### config.mk
export PLATFORM = sky130hd
export DESIGN_NAME = alu_ctrl_issue
export DESIGN_NICKNAME = d
export VERILOG_FILES = /design/src/rtl/alu_ctrl_issue.sv
export SDC_FILE = /design/constraint.sdc
export NUM_CORES = 1
export LEC_CHECK = 0
export ABC_AREA = 1
export BUFFER_PORTS_ARGS = -buffer_cell sky130_fd_sc_hd__buf_2
export CORE_MARGIN = 3
export CORE_UTILIZATION = 45
export CTS_CLUSTER_DIAMETER = 150
export DETAILED_ROUTE_END_ITERATION = 7
export GPL_TIMING_DRIVEN = 0
export PLACE_DENSITY = 0.71
export REMOVE_ABC_BUFFERS = 1
export SETUP_SLACK_MARGIN = 0.4
export SLEW_MARGIN = 20
export SYNTH_ARGS = -nofsm -noshare
export SYNTH_HDL_FRONTEND = slang
export SYNTH_SLANG_ARGS = --single-unit
### constraint.sdc
create_clock -name clk_i -period 1.4 [get_ports clk_i]
set_input_delay 0.28 -clock clk_i [delete_from_list [all_inputs] [get_ports clk_i]]
set_output_delay 0.28 -clock clk_i [all_outputs]
set_load 0.005 [all_outputs]
### src/rtl/alu_ctrl_issue.sv
// EX-stage ALU issue control: decodes ALUOp/funct to a 3-bit op code,
// registers it, and sequences multi-cycle MUL with a pipeline stall.
module alu_ctrl_issue #(
  parameter int MUL_CYCLES = 3
) (
  input  logic       clk_i,
  input  logic       rst_i,
  input  logic       flush_i,
  input  logic       valid_i,
  input  logic [1:0] ALUOp_i,
  input  logic [5:0] funct_i,
  output logic [2:0] ALUCtrl_o,
  output logic       valid_o,
  output logic       stall_o,
  output logic       illegal_o
);

  typedef enum logic {
    S_IDLE,
    S_MUL
  } state_t;

  localparam logic [2:0] OP_AND = 3'b000;
  localparam logic [2:0] OP_OR  = 3'b001;
  localparam logic [2:0] OP_ADD = 3'b010;
  localparam logic [2:0] OP_SUB = 3'b011;
  localparam logic [2:0] OP_MUL = 3'b100;
  localparam logic [3:0] CNT_INIT = 4'(MUL_CYCLES - 1);
  localparam bit         MUL_MC = (MUL_CYCLES > 1);

  state_t     r_state;
  state_t     w_state;
  logic [3:0] r_cnt;
  logic [3:0] w_cnt;
  logic [2:0] r_ctrl;
  logic [2:0] w_ctrl;
  logic       r_valid;
  logic       w_valid;
  logic       r_stall;
  logic       w_stall;
  logic       r_ill;
  logic       w_ill;
  logic [2:0] w_code;
  logic       w_bad;

  always_comb begin
    w_code = OP_ADD;
    w_bad  = 1'b0;
    unique case (ALUOp_i)
      2'b00: w_code = OP_ADD;
      2'b01: w_code = OP_SUB;
      2'b11: w_code = OP_OR;
      2'b10: begin
        unique case (1'b1)
          (funct_i == 6'b100000): w_code = OP_ADD;
          (funct_i == 6'b100010): w_code = OP_SUB;
          (funct_i == 6'b100100): w_code = OP_AND;
          (funct_i == 6'b100101): w_code = OP_OR;
          (funct_i == 6'b011000): w_code = OP_MUL;
          default: begin
            w_code = OP_ADD;
            w_bad  = 1'b1;
          end
        endcase
      end
      default: w_code = OP_ADD;
    endcase
  end

  always_comb begin
    w_state = r_state;
    w_cnt   = r_cnt;
    w_ctrl  = r_ctrl;
    w_valid = 1'b0;
    w_stall = 1'b0;
    w_ill   = 1'b0;
    if (flush_i) begin
      w_state = S_IDLE;
      w_cnt   = 4'd0;
    end else begin
      case (r_state)
        S_IDLE: begin
          if (valid_i) begin
            w_ctrl = w_code;
            w_ill  = w_bad;
            if (w_code == OP_MUL && MUL_MC) begin
              w_state = S_MUL;
              w_cnt   = CNT_INIT;
              w_stall = 1'b1;
            end else begin
              w_valid = 1'b1;
            end
          end
        end
        S_MUL: begin
          w_cnt = r_cnt - 4'd1;
          // Final count: release the stall and present the result.
          if (r_cnt == 4'd1) begin
            w_state = S_IDLE;
            w_valid = 1'b1;
          end else begin
            w_stall = 1'b1;
          end
        end
        default: begin
          w_state = S_IDLE;
          w_cnt   = 4'd0;
        end
      endcase
    end
  end

  always_ff @(posedge clk_i) begin
    if (rst_i) begin
      r_state <= S_IDLE;
      r_cnt   <= 4'd0;
      r_ctrl  <= OP_ADD;
      r_valid <= 1'b0;
      r_stall <= 1'b0;
      r_ill   <= 1'b0;
    end else begin
      r_state <= w_state;
      r_cnt   <= w_cnt;
      r_ctrl  <= w_ctrl;
      r_valid <= w_valid;
      r_stall <= w_stall;
      r_ill   <= w_ill;
    end
  end

  assign ALUCtrl_o = r_ctrl;
  assign valid_o   = r_valid;
  assign stall_o   = r_stall;
  assign illegal_o = r_ill;

endmodule

Word level (Yosys, flattened, before mapping)
Cells that the tools add are included.
Widths: inputs -> output; s select.
Cells by class
  $add $sub $neg: 1
  $mul: 0
  divide/modulo/power cells: 0
  magnitude comparators: 0
  eq/ne operators: 12
  shifts and indexed selects: 0
  multiplexer cells: 14
  bitwise gates (word level): 4
  reduce and logical (&&, ||, !) cells: 6
Operators by type and width (number)
  $eq 6x6->1 const B: 4
  $pmux 3 s4: 2
  $reduce_or 5->1: 2
  $mux 4: 2
  $pmux 4 s2: 1
  $mux 1: 7
  $eq 6x5->1 const B: 1
  $eq 2x2->1 const B: 2
  $eq 4x1->1 const B: 1
  $ne 2x2->1 const B: 2
  $not 1->1: 4
  $pmux 1 s2: 2
  $sub 4x1->4 const B: 1
  $eq 3x3->1 const B: 1
  $reduce_and 3->1: 1
  $eq 2x1->1 const B: 1
  $logic_not 2->1: 1
  $reduce_and 2->1: 1
  $reduce_or 2->1: 1
Word-level totals
  flip-flop bits (word level): 10
  latch bits: 0
  memory bits (writable): 0
  bits in read-only memories: 0
  bits of input ports: 12
  output and inout bits: 6
  logic and storage cells: 42
  memories kept: 0

Logic depth before layout (Yosys ltp)
Gate-level depths: netlist of run 1.
  depth after elaboration: 7
  mapped depth: 8

Worst setup path after synthesis of run 1
Ideal clock, no wire load.
  kind: flip-flop to flip-flop
  start: reg, netlist name stall_o
  end: reg r_ctrl[1] (netlist: ALUCtrl_o[1])
  library setup time: 0.115 ns
  arrival: 0.901 ns
  required time: 1.285 ns
  path slack: 0.385 ns
  cell stages (with the launch flop): 7
  path buffers: 0
  cells stage by stage: dfxtp_1 > inv_2 > nand2_1 > nor2_2 > inv_1 > a21oi_1 > nand2_1
RTL lines
  end signal: assignment: line 124  | r_ctrl <= w_ctrl;
  end: declaration: line 35  | logic [2:0] r_ctrl;

Final worst setup path of run 1
  start: reg r_stall (netlist: stall_o)
  end: out stall_o
RTL lines
  start: declaration: line 39  | logic r_stall;
  start signal: assignment: line 126  | r_stall <= w_stall;
  end: declaration: line 14  | output logic stall_o,
No word-level cell between the ends.

==> impl_metrics.csv, run 1 <==
group,metric,value,unit
critical_path,cpLargestDelayFamily,"flip-flops",
timing,hold_viol,0,
logic_synthesis,synth_edf_count,0,
logic_synthesis,synth_compound_area_share,11.2,%
global_routing,grt_pass1_vias,553,
critical_path,timing.critical_path.to,"stall_o",
critical_path,cp_max_fo,3,
global_routing,grt_max_degree,7,
timing,slew_headroom,86.5,%
floorplan,die_y,42.3,µm
critical_path,reg2reg_from,"stall_o$_SDFF_PP0_",
logic_synthesis,synth-seq-cells,10,
timing,setup_viol,0,
logic_synthesis,synthSimpleGateAreaFrac,40.2,%
logic_synthesis,ys_async_sr_fraction,0,%
layout,multi_input_area,357,µm²
logic_synthesis,netlist_area,594,µm²
power,power_density,718,mW/mm²
critical_path,worstSetupPathDepth,1,
critical_path,worst_ep_required_time,1.12,ns
timing,hold_slack,0.274,ns
placed_design,post-place-ws,0.215,ns
layout,final_nets,125,
detailed_routing,drtAntennaViolNets,0,
floorplan,coreArea,0.00117,mm²
global_routing,track_usage,16.5,%
critical_path,arrival,0.74,ns
logic_synthesis,synth_cells,86,
detailed_routing,drtPass1Iterations,4,
layout,finish.utilization,68.5,%
cts,clk_pin_slew,0.06,ns
cts,numCtsBuffers,3,
detailed_routing,wirelength,1330,µm
floorplan,start_util,50.7,%
timing,timing_worst_slew_pin_value,0.202,ns
cts,clock-sinks,10,
floorplan,die_area,0.00179,mm²
cts,cts_buffer_depth,2,
logic_synthesis,avgSynthCellArea,6.91,µm²
layout,syn_to_final_growth,34.9,%
logic_synthesis,seq_area_frac_synth,33.7,%
power,peakVddDrop,0.000541,V
logic_synthesis,synth-xor-area-share,0,%
floorplan,boundaryPins,18,
hold_path,hp-class,"in -> reg",
critical_path,cpMaxStageDelayCell,"dfxtp_4",
timing,clock.fmax,984,MHz
global_routing,antenna_found_initial,0,
cts,clk-insertion-delay-late,0.26,ns
floorplan,row_count,12,
critical_path,worstSetupPathType,"reg -> out",
logic_synthesis,synth_adder_area_share,4.21,%
critical_path,r2r_setup_slack,0.40,ns
logic_synthesis,synth_cell_types,19,
layout,most-common-layout-cells,"inv_1 (14), nand2_1 (14), buf_2 (14), nor2_1 (9), nand3_1 (7)",
logic_synthesis,synthFlopType,"dfxtp_1",
timing,clock_skew,0.00396,ns
critical_path,worst_setup_path_end_kind,"output port",
status,status,"complete, no violations",
layout,diodes,0,
placed_design,portBuffers,17,
logic_synthesis,synth_warnings,0,
logic_synthesis,synth_top_family_by_area,"simple AND/OR/NAND/NOR gates",
placed_design,dp.cells,117,
placed_design,hpwl,1030,µm
critical_path,path_cells,"buf_6",
power,p_leak,0.375,nW
global_routing,grt_pass1_wl,2220,µm
layout,fin_cells,123,
layout,layout-drive-gt1-share,44.0,%
timing,period_share,72.6,%
critical_path,crit_path_start_kind,"flip-flop",
cts,cts_root_buffer,"clkbuf_4",
critical_path,rr_worst_depth,6,
detailed_routing,drc,0,
global_routing,overflow,0,
cts,h-tree-depth,1,
critical_path,path_buf_inv,1,
critical_path,slowest_delay,0.36,ns
critical_path,startpoint,"stall_o$_SDFF_PP0_",
cts,cts_tree,"done",
detailed_routing,vias,600,
detailed_routing,viasPerCell,4.88,
layout,seq_area,210,µm²
floorplan,fp.dieW,42.3,µm
detailed_routing,routedWlPerCell,10.8,µm
timing,rsz0062_at_grt,"true",
placed_design,gp_congestion,0.740,
timing,fin_ws,0.384,ns
job,max_cap_violations,0,
detailed_routing,drt_first_iter_violations,4,
critical_path,rr_endpoint,"ALUCtrl_o[1]$_SDFFE_PP1P_",
logic_synthesis,muxShareOfSynthArea,0,%
timing,finalSetupTns,0,ns
timing,slew_violations,0,
layout,nFillCells,96,
timing,min_period,1.02,ns
where the power goes:
part           internal, mW  switching (mW)  leakage, nW
sequential            0.291         0.00372       0.0835
combinational        0.0407          0.0499        0.277
clock                0.0990          0.0914       0.0138
total                 0.431           0.145        0.375
synth_stat cells (2+ instances only):
| library cell | number | area, µm² |
|---|---|---|
| nand3_1 | 8 | 40.0 |
| nor2_2 | 3 | 18.8 |
| inv_1 | 15 | 56.3 |
| dfxtp_1 | 10 | 200 |
| a21oi_1 | 5 | 25.0 |
| nand2_1 | 15 | 56.3 |
| nor2_4 | 2 | 22.5 |
| inv_2 | 2 | 7.51 |
| nand3_2 | 4 | 40.0 |
| o21ai_0 | 4 | 20.0 |
| nor2_1 | 9 | 33.8 |
| ha_1 | 2 | 25.0 |
metrics by stage:
| step | area, µm² | total power [mW] |
|---|---|---|
| 6_report | 802 | 0.576 |
| 5_1_grt | 802 | 0.604 |
| 4_1_cts | 749 | 0.573 |
| 3_5_place_dp | 697 | 0.376 |
| 3_3_place_gp | 697 | 0.374 |
| 2_1_floorplan | 594 | 0.338 |
worst min-delay path by stage:
stage / start / endpoint / slack [ns] / depth (start not counted)
floorplan: rst_i / ALUCtrl_o[1]$_SDFFE_PP1P_ / 0.38 / 2
global placement: ALUCtrl_o[1]$_SDFFE_PP1P_ / ALUCtrl_o[1]$_SDFFE_PP1P_ / 0.45 / 2
detailed placement: ALUCtrl_o[1]$_SDFFE_PP1P_ / ALUCtrl_o[1]$_SDFFE_PP1P_ / 0.48 / 2
CTS: rst_i / ALUCtrl_o[1]$_SDFFE_PP1P_ / 0.27 / 3
global route: rst_i / ALUCtrl_o[1]$_SDFFE_PP1P_ / 0.30 / 3
finish: rst_i / ALUCtrl_o[1]$_SDFFE_PP1P_ / 0.27 / 3
timing repair:
action                     4_1_cts  5_1_grt
resized for setup                9       10
buffers inserted                 1        2
gates cloned                     0        0
setup endpoints to repair        8       12
hold buffers                     0        0
pin swaps                        0        3
metal layers:
layer / vias up / track usage [%] / share of wire (%) / wire [µm]
met5: - / 0 / 0 / 0
met4: 0 / 7.45 / 1.3 / 17
met3: 3 / 6.87 / 6.6 / 88
met2: 21 / 28.0 / 49 / 656
met1: 259 / 17.5 / 43 / 571
li1: 317 / - / - / -
flip-flops by register name (all words and copies together) (netlist names):
signal / cells
ALUCtrl_o: 3
illegal_o: 1
r_cnt: 4
valid_o: 1
stall_o: 1
area by class of cell:
cell class | count | area share [%]
Clock buffer | 3 | 2.81
Inverter | 17 | 8.58
Multi-Input combinational cell | 59 | 44.5
Sequential cell | 10 | 26.2
Tap cell | 14 | 2.18
Timing Repair Buffer | 20 | 15.8
logic make-up after synthesis:
| family | Yosys count |
|---|---|
| AND/OR/NAND/NOR | 45 |
| AO/OA/AOI/OAI | 12 |
| buffers and inverters | 17 |
| adder cells (fa/ha/maj) | 2 |
| flip-flops | 10 |
(Power assumes the default switching activity.)
==> run 2: changes to the inputs <==
--- a/config.mk
+++ b/config.mk
@@ -5,14 +5,14 @@
 export SDC_FILE = /design/constraint.sdc
 export NUM_CORES = 1
 export LEC_CHECK = 0
-export ABC_AREA = 1
+export ABC_AREA = 0
 export BUFFER_PORTS_ARGS = -buffer_cell sky130_fd_sc_hd__buf_2
 export CORE_MARGIN = 3
-export CORE_UTILIZATION = 45
+export CORE_UTILIZATION = 43
 export CTS_CLUSTER_DIAMETER = 150
 export DETAILED_ROUTE_END_ITERATION = 7
 export GPL_TIMING_DRIVEN = 0
-export PLACE_DENSITY = 0.71
+export PLACE_DENSITY = 0.72
 export REMOVE_ABC_BUFFERS = 1
 export SETUP_SLACK_MARGIN = 0.4
 export SLEW_MARGIN = 20
==> constraint.sdc (replaced) <==
create_clock -name clk_i -period 0.9 [get_ports clk_i]
set_input_delay 0.18 -clock clk_i [delete_from_list [all_inputs] [get_ports clk_i]]
set_output_delay 0.18 -clock clk_i [all_outputs]
set_load 0.005 [all_outputs]
==> impl_metrics.csv, run 2 <==
group,metric,value,unit
logic_synthesis,synth_area_leaders,"dfxtp_1 (35%), ha_1 (4.4%), nor4b_4 (4.1%), nor3b_1 (3.9%), nor2b_1 (3.3%)",
logic_synthesis,yosys.area.top_type,"dfxtp_1",
critical_path,startpoint,"stall_o$_SDFF_PP0_",
critical_path,rr_endpoint,"r_cnt[3]$_SDFFE_PP0P_",
timing,slew_headroom,75.6,%
cts,h-tree-depth,1,
placed_design,gp_congestion,0.767,
timing,finalSetupTns,-2.26,ns
critical_path,worst_setup_path_end_kind,"flip-flop",
detailed_routing,drt_first_iter_violations,3,
critical_path,r2r_setup_slack,-0.40,ns
job,max_cap_violations,0,
logic_synthesis,synth_cells,63,
critical_path,path_buf_inv,0,
floorplan,boundaryPins,18,
global_routing,track_usage,17.5,%
global_routing,grt_max_degree,7,
critical_path,timing.critical_path.to,"r_cnt[3]$_SDFFE_PP0P_",
logic_synthesis,synth_edf_count,0,
status,violations,"setup timing",
timing,min_period,1.30,ns
power,p_leak,0.328,nW
cts,cts_tree,"done",
critical_path,path_cells,"or4b_4 -> or3_1 -> o21ai_2",
status,status,"finished with violations",
detailed_routing,drtAntennaViolNets,0,
critical_path,worstSetupPathDepth,3,
layout,final_nets,102,
timing,slew_violations,0,
global_routing,grt_pass1_vias,553,
power,peakVddDrop,0.000796,V
layout,most-common-layout-cells,"buf_2 (15), dfxtp_2 (5), buf_6 (5)",
critical_path,cpMaxStageDelayCell,"or4b_4",
global_routing,grt_pass1_wl,2370,µm
detailed_routing,vias,584,
global_routing,overflow,0,
placed_design,hpwl,902,µm
critical_path,crit_path_start_kind,"flip-flop",
logic_synthesis,yosys.cell_count.top_type,"dfxtp_1",
placed_design,post-place-ws,-0.518,ns
logic_synthesis,synth_commonest_cells,"dfxtp_1 (10), nand2_1 (4), nor2_1 (4)",
critical_path,rr_worst_depth,3,
critical_path,worst_ep_required_time,1.11,ns
timing,clock_skew,0.00243,ns
layout,syn_to_final_growth,47.4,%
layout,diodes,0,
logic_synthesis,synth_warnings,0,
logic_synthesis,ys_async_sr_fraction,0,%
cts,clock-sinks,10,
floorplan,coreArea,0.00117,mm²
detailed_routing,viasPerCell,5.78,
detailed_routing,routedWlPerCell,14.8,µm
critical_path,slowest_delay,0.47,ns
floorplan,row_count,12,
critical_path,reg2reg_from,"stall_o$_SDFF_PP0_",
critical_path,arrival,1.51,ns
cts,cts_buffer_depth,2,
layout,layout-drive-gt1-share,55.2,%
timing,clock.fmax,771,MHz
logic_synthesis,synthFlopType,"dfxtp_1",
critical_path,cpLargestDelayFamily,"simple AND/OR/NAND/NOR gates",
logic_synthesis,synth_top_area_share,34.9,%
logic_synthesis,seq_area_frac_synth,34.9,%
timing,hold_viol,0,
detailed_routing,drtPass1Iterations,4,
critical_path,worstSetupPathType,"reg -> reg",
logic_synthesis,avgSynthCellArea,9.10,µm²
cts,clk-insertion-delay-late,0.27,ns
critical_path,cp_max_fo,4,
power,power_density,1170,mW/mm²
timing,period_share,144,%
floorplan,fp.dieW,42.5,µm
floorplan,start_util,48.9,%
timing,setup_viol,11,
layout,fin_cells,101,
detailed_routing,wirelength,1490,µm
cts,ctsHoldBuffers,0,
hold_path,hp-class,"in -> reg",
layout,top_register,"r_cnt",
timing,fin_ws,-0.396,ns
cts,numCtsBuffers,3,
floorplan,die_area,0.00181,mm²
power,total_power,986,µW
floorplan,die_y,42.5,µm
placed_design,dp.cells,92,
logic_synthesis,synth-seq-cells,10,
logic_synthesis,synth_cell_types,35,
detailed_routing,drc,0,
logic_synthesis,netlist_area,573,µm²
layout,largest_register_ffs,4,
cts,clk_pin_slew,0.07,ns
timing,rsz0062_at_grt,"true",
global_routing,antenna_found_initial,0,
layout,layout_commonest_cell,"buf_2",
timing,timing_worst_slew_pin_value,0.361,ns
cts,cts_root_buffer,"clkbuf_4",
placed_design,portBuffers,17,
## run 2: cell count changes after synthesis, sizes merged, moves of 2 or more
cell | before | now
a21oi | 6 | 3
and3b | 0 | 2
inv | 17 | 2
nand2 | 16 | 4
nand2b | 0 | 2
nand3 | 12 | 2
nor2 | 14 | 4
nor2b | 0 | 3
nor3b | 0 | 3
nor4b | 0 | 2
o21ai | 4 | 2
or3 | 0 | 2
## run 2: worst reg2reg max path, stage by stage (launching register included)
cell,delay (ns)
dfxtp_4,0.38
or4b_4,0.47
or3_1,0.33
o21ai_2,0.06
## run 2: cell type report
cell class	count	area (µm²)
Multi-Input combinational cell	49	424
Fill cell	84	327
Sequential cell	10	210
Timing Repair Buffer	22	146
Clock buffer	4	36.3
Tap cell	14	17.5
Inverter	2	10.0
## run 2: stage by stage
step	util (%)	area [µm²]	hold slack (ns)
2_1_floorplan	-	562	0.249
3_3_place_gp	56.7	664	0.418
3_5_place_dp	56.7	664	0.422
4_1_cts	69.4	813	0.124
5_1_grt	72.1	845	0.138
6_report	72.1	845	0.126
## run 2: worst min path at each step
stage,depth (start not counted),endpoint,slack (ns),from
after global placement,2,ALUCtrl_o[2]$_SDFFE_PP0P_,0.42,rst_i
after global routing,2,ALUCtrl_o[2]$_SDFFE_PP0P_,0.14,rst_i
after floorplan,1,ALUCtrl_o[2]$_SDFFE_PP0P_,0.25,rst_i
after CTS,2,ALUCtrl_o[2]$_SDFFE_PP0P_,0.12,rst_i
after detailed placement,2,ALUCtrl_o[2]$_SDFFE_PP0P_,0.42,rst_i
final,2,ALUCtrl_o[2]$_SDFFE_PP0P_,0.13,rst_i
## run 2: what timing repair did
action,in CTS,in global routing
pin swaps,4,3
gates resized for setup,17,8
buffers inserted,5,0
endpoints found under the setup margin,16,16
## run 2: cell families (layout without fill, tap and decap cells)
family	count (synthesis)	in the layout	share of synthesized area [%]
AND/OR/NAND/NOR	33	33	39.5
AO/OA/AOI/OAI	13	13	16.4
flip-flops	10	10	34.9
buffers and inverters	4	28	3.28
adder cells (fa/ha/maj)	2	2	4.37
XOR/XNOR	1	1	1.53
## run 2: layer usage
metal | wire length, µm | up-vias | share of wire (%) | global-route usage, %
li1 | - | 286 | - | -
met1 | 685 | 282 | 46 | 21.9
met2 | 719 | 12 | 48 | 27.7
met3 | 61 | 4 | 4.1 | 5.15
met4 | 24 | 0 | 1.6 | 7.45
met5 | 0 | - | 0 | 0
## run 2: power by group
part           switching [mW]  internal (mW)  leakage, nW  total, mW
Sequential            0.00308          0.448       0.0832      0.451
Clock                   0.160          0.246       0.0210      0.406
Combinational          0.0667         0.0618        0.224      0.129
Total                   0.230          0.755        0.328      0.986
==> run 3: changes to the inputs <==
--- a/config.mk
+++ b/config.mk
@@ -7,12 +7,12 @@
 export LEC_CHECK = 0
 export ABC_AREA = 0
 export BUFFER_PORTS_ARGS = -buffer_cell sky130_fd_sc_hd__buf_2
-export CORE_MARGIN = 3
-export CORE_UTILIZATION = 43
+export CORE_AREA = 3 3 40 42
 export CTS_CLUSTER_DIAMETER = 150
 export DETAILED_ROUTE_END_ITERATION = 7
+export DIE_AREA = 0 0 43 45
 export GPL_TIMING_DRIVEN = 0
-export PLACE_DENSITY = 0.72
+export PLACE_DENSITY = 0.69
 export REMOVE_ABC_BUFFERS = 1
 export SETUP_SLACK_MARGIN = 0.4
 export SLEW_MARGIN = 20
==> constraint.sdc (replaced) <==
create_clock -name clk_i -period 1.6 [get_ports clk_i]
set_input_delay 0.32 -clock clk_i [delete_from_list [all_inputs] [get_ports clk_i]]
set_output_delay 0.32 -clock clk_i [all_outputs]
set_load 0.005 [all_outputs]
==> impl_metrics.csv, run 3 (synthesis results as in run 2) <==
group,metric,value,unit
critical_path,slowest_delay,0.54,ns
cts,h-tree-depth,1,
timing,hold_slack,0.283,ns
timing,min_period,1.32,ns
floorplan,row_count,13,
power,p_leak,0.322,nW
critical_path,worstSetupPathType,"reg -> reg",
critical_path,crit_path_start_kind,"flip-flop",
detailed_routing,drt_first_iter_violations,12,
timing,rsz0062_at_grt,"true",
timing,slew_headroom,76.2,%
layout,diodes,0,
critical_path,worst_setup_path_end_kind,"flip-flop",
power,p_sw,111,µW
floorplan,die_area,0.00194,mm²
timing,slew_violations,0,
layout,final_cell_area,771,µm²
floorplan,coreArea,0.00128,mm²
placed_design,placed_area,666,µm²
power,swShare,23.1,%
power,p_int,368,µW
detailed_routing,drc,0,
placed_design,portBuffers,17,
cts,clock-sinks,10,
detailed_routing,routedWlPerCell,12.7,µm
layout,most-common-layout-cells,"buf_2 (17), dfxtp_1 (7), buf_4 (6), nand2_1 (4), nor2_1 (4)",
cts,cts_buffer_depth,2,
cts,clk_pin_slew,0.06,ns
layout,multi_input_area,374,µm²
placed_design,dp.cells,93,
timing,setup_viol,0,
floorplan,die_y,45,µm
cts,clk-insertion-delay-late,0.26,ns
detailed_routing,drtAntennaViolNets,0,
global_routing,grt_pass1_wl,2060,µm
timing,clock_skew,0.00992,ns
detailed_routing,viasPerCell,5.48,
cts,numCtsBuffers,3,
power,peakVddDrop,0.000607,V
power,power_density,621,mW/mm²
floorplan,start_util,44.6,%
layout,syn_to_final_growth,34.5,%
layout,layout_commonest_cell,"buf_2",
cts,cts_root_buffer,"clkbuf_4",
placed_design,post-place-ws,0.156,ns
hold_path,hp-class,"in -> reg",
global_routing,overflow,0,
timing,period_share,82.6,%
global_routing,antenna_found_initial,0,
timing,hold_viol,0,
layout,largest_register_ffs,4,
layout,final_nets,104,
power,p_seq_share,52.9,%
timing,clock.fmax,757,MHz
layout,layout-drive-gt1-share,45.5,%
critical_path,cp_max_fo,3,
critical_path,path_cells,"or4b_4 -> or3_4 -> o21ai_2",
job,max_cap_violations,0,
cts,cts_tree,"done",
placed_design,hpwl,987,µm
critical_path,path_buf_inv,0,
timing,timing_worst_slew_pin_value,0.356,ns
detailed_routing,wirelength,1310,µm
layout,seq_area,206,µm²
timing,finalSetupTns,0,ns
critical_path,cpLargestDelayFamily,"simple AND/OR/NAND/NOR gates",
critical_path,r2r_setup_slack,0.28,ns
layout,nFillCells,114,
global_routing,track_usage,14.2,%
layout,fin_cells,103,
detailed_routing,vias,564,
status,status,"complete, no violations",
layout,top_register,"r_cnt",
timing,fin_ws,0.278,ns
placed_design,gp_congestion,0.780,
floorplan,boundaryPins,18,
critical_path,arrival,1.51,ns
power,p_comb_share,13.2,%
global_routing,grt_pass1_vias,490,
critical_path,worst_ep_required_time,1.78,ns
power,clock_power_share,33.9,%
global_routing,grt_max_degree,8,
detailed_routing,drtPass1Iterations,4,
floorplan,fp.dieW,43,µm
critical_path,cpMaxStageDelayCell,"or4b_4",
[run 3: changes by cell type in the layout (fill, tap and decap cells not counted), moves of 2 or more]
| cell | delta |
|---|---|
| dfxtp_1 | +3 |
| dfxtp_2 | -3 |
| buf_2 | +2 |
| nand2b_4 | -2 |
| buf_6 | -4 |
| nand2b_1 | +2 |
| buf_4 | +4 |
[run 3: final timing paths]
path | startpoint | end | depth (start not counted)
min | rst_i | ALUCtrl_o[2]$_SDFFE_PP0P_ | 2
min reg2reg | ALUCtrl_o[2]$_SDFFE_PP0P_ | ALUCtrl_o[2]$_SDFFE_PP0P_ | 2
max | r_cnt[2]$_SDFFE_PP0P_ | r_cnt[3]$_SDFFE_PP0P_ | 3
max reg2reg | r_cnt[2]$_SDFFE_PP0P_ | r_cnt[3]$_SDFFE_PP0P_ | 3
[run 3: worst reg2reg max path: stages (launching register included)]
cell and delay, ns:
dfxtp_2 0.33, or4b_4 0.54, or3_4 0.34, o21ai_2 0.06
[run 3: metal layers]
metal	vias up	part of all wire, %	GRT usage [%]
li1	288	-	-
met1	257	43	15.6
met2	17	50	25.7
met3	2	6.0	5.58
met4	0	1.1	3.61
met5	-	0	0
[run 3: area by class of cell]
type | instances | area share [%]
multi-input combinational | 49 | 48.5
sequential | 10 | 26.8
timing repair buffer | 24 | 18.3
clock buffer | 3 | 2.92
tap | 15 | 2.44
inverter | 2 | 0.974
[run 3: repair_timing]
item / in CTS / in global routing
setup endpoints to repair: 5 / 5
pin swaps: 0 / 1
cloned: 0 / 0
resized for setup: 6 / 3
buffers inserted: 1 / 6
hold buffers: 0 / 0
[run 3: metrics by stage]
step           utilization, %  power, mW
2_1_floorplan               -      0.288
3_3_place_gp             51.8      0.319
3_5_place_dp             51.8      0.321
4_1_cts                  55.3      0.482
5_1_grt                  60.0      0.501
6_report                 60.0      0.478
[run 3: power by group through the flow]
stage / Clock (mW) / Sequential (mW) / Combinational [mW]
6_report: 0.162 / 0.253 / 0.0631
5_1_grt: 0.178 / 0.253 / 0.0708
4_1_cts: 0.168 / 0.253 / 0.0611
3_5_place_dp: 0 / 0.260 / 0.0604
3_3_place_gp: 0 / 0.260 / 0.0591
2_1_floorplan: 0 / 0.261 / 0.0271
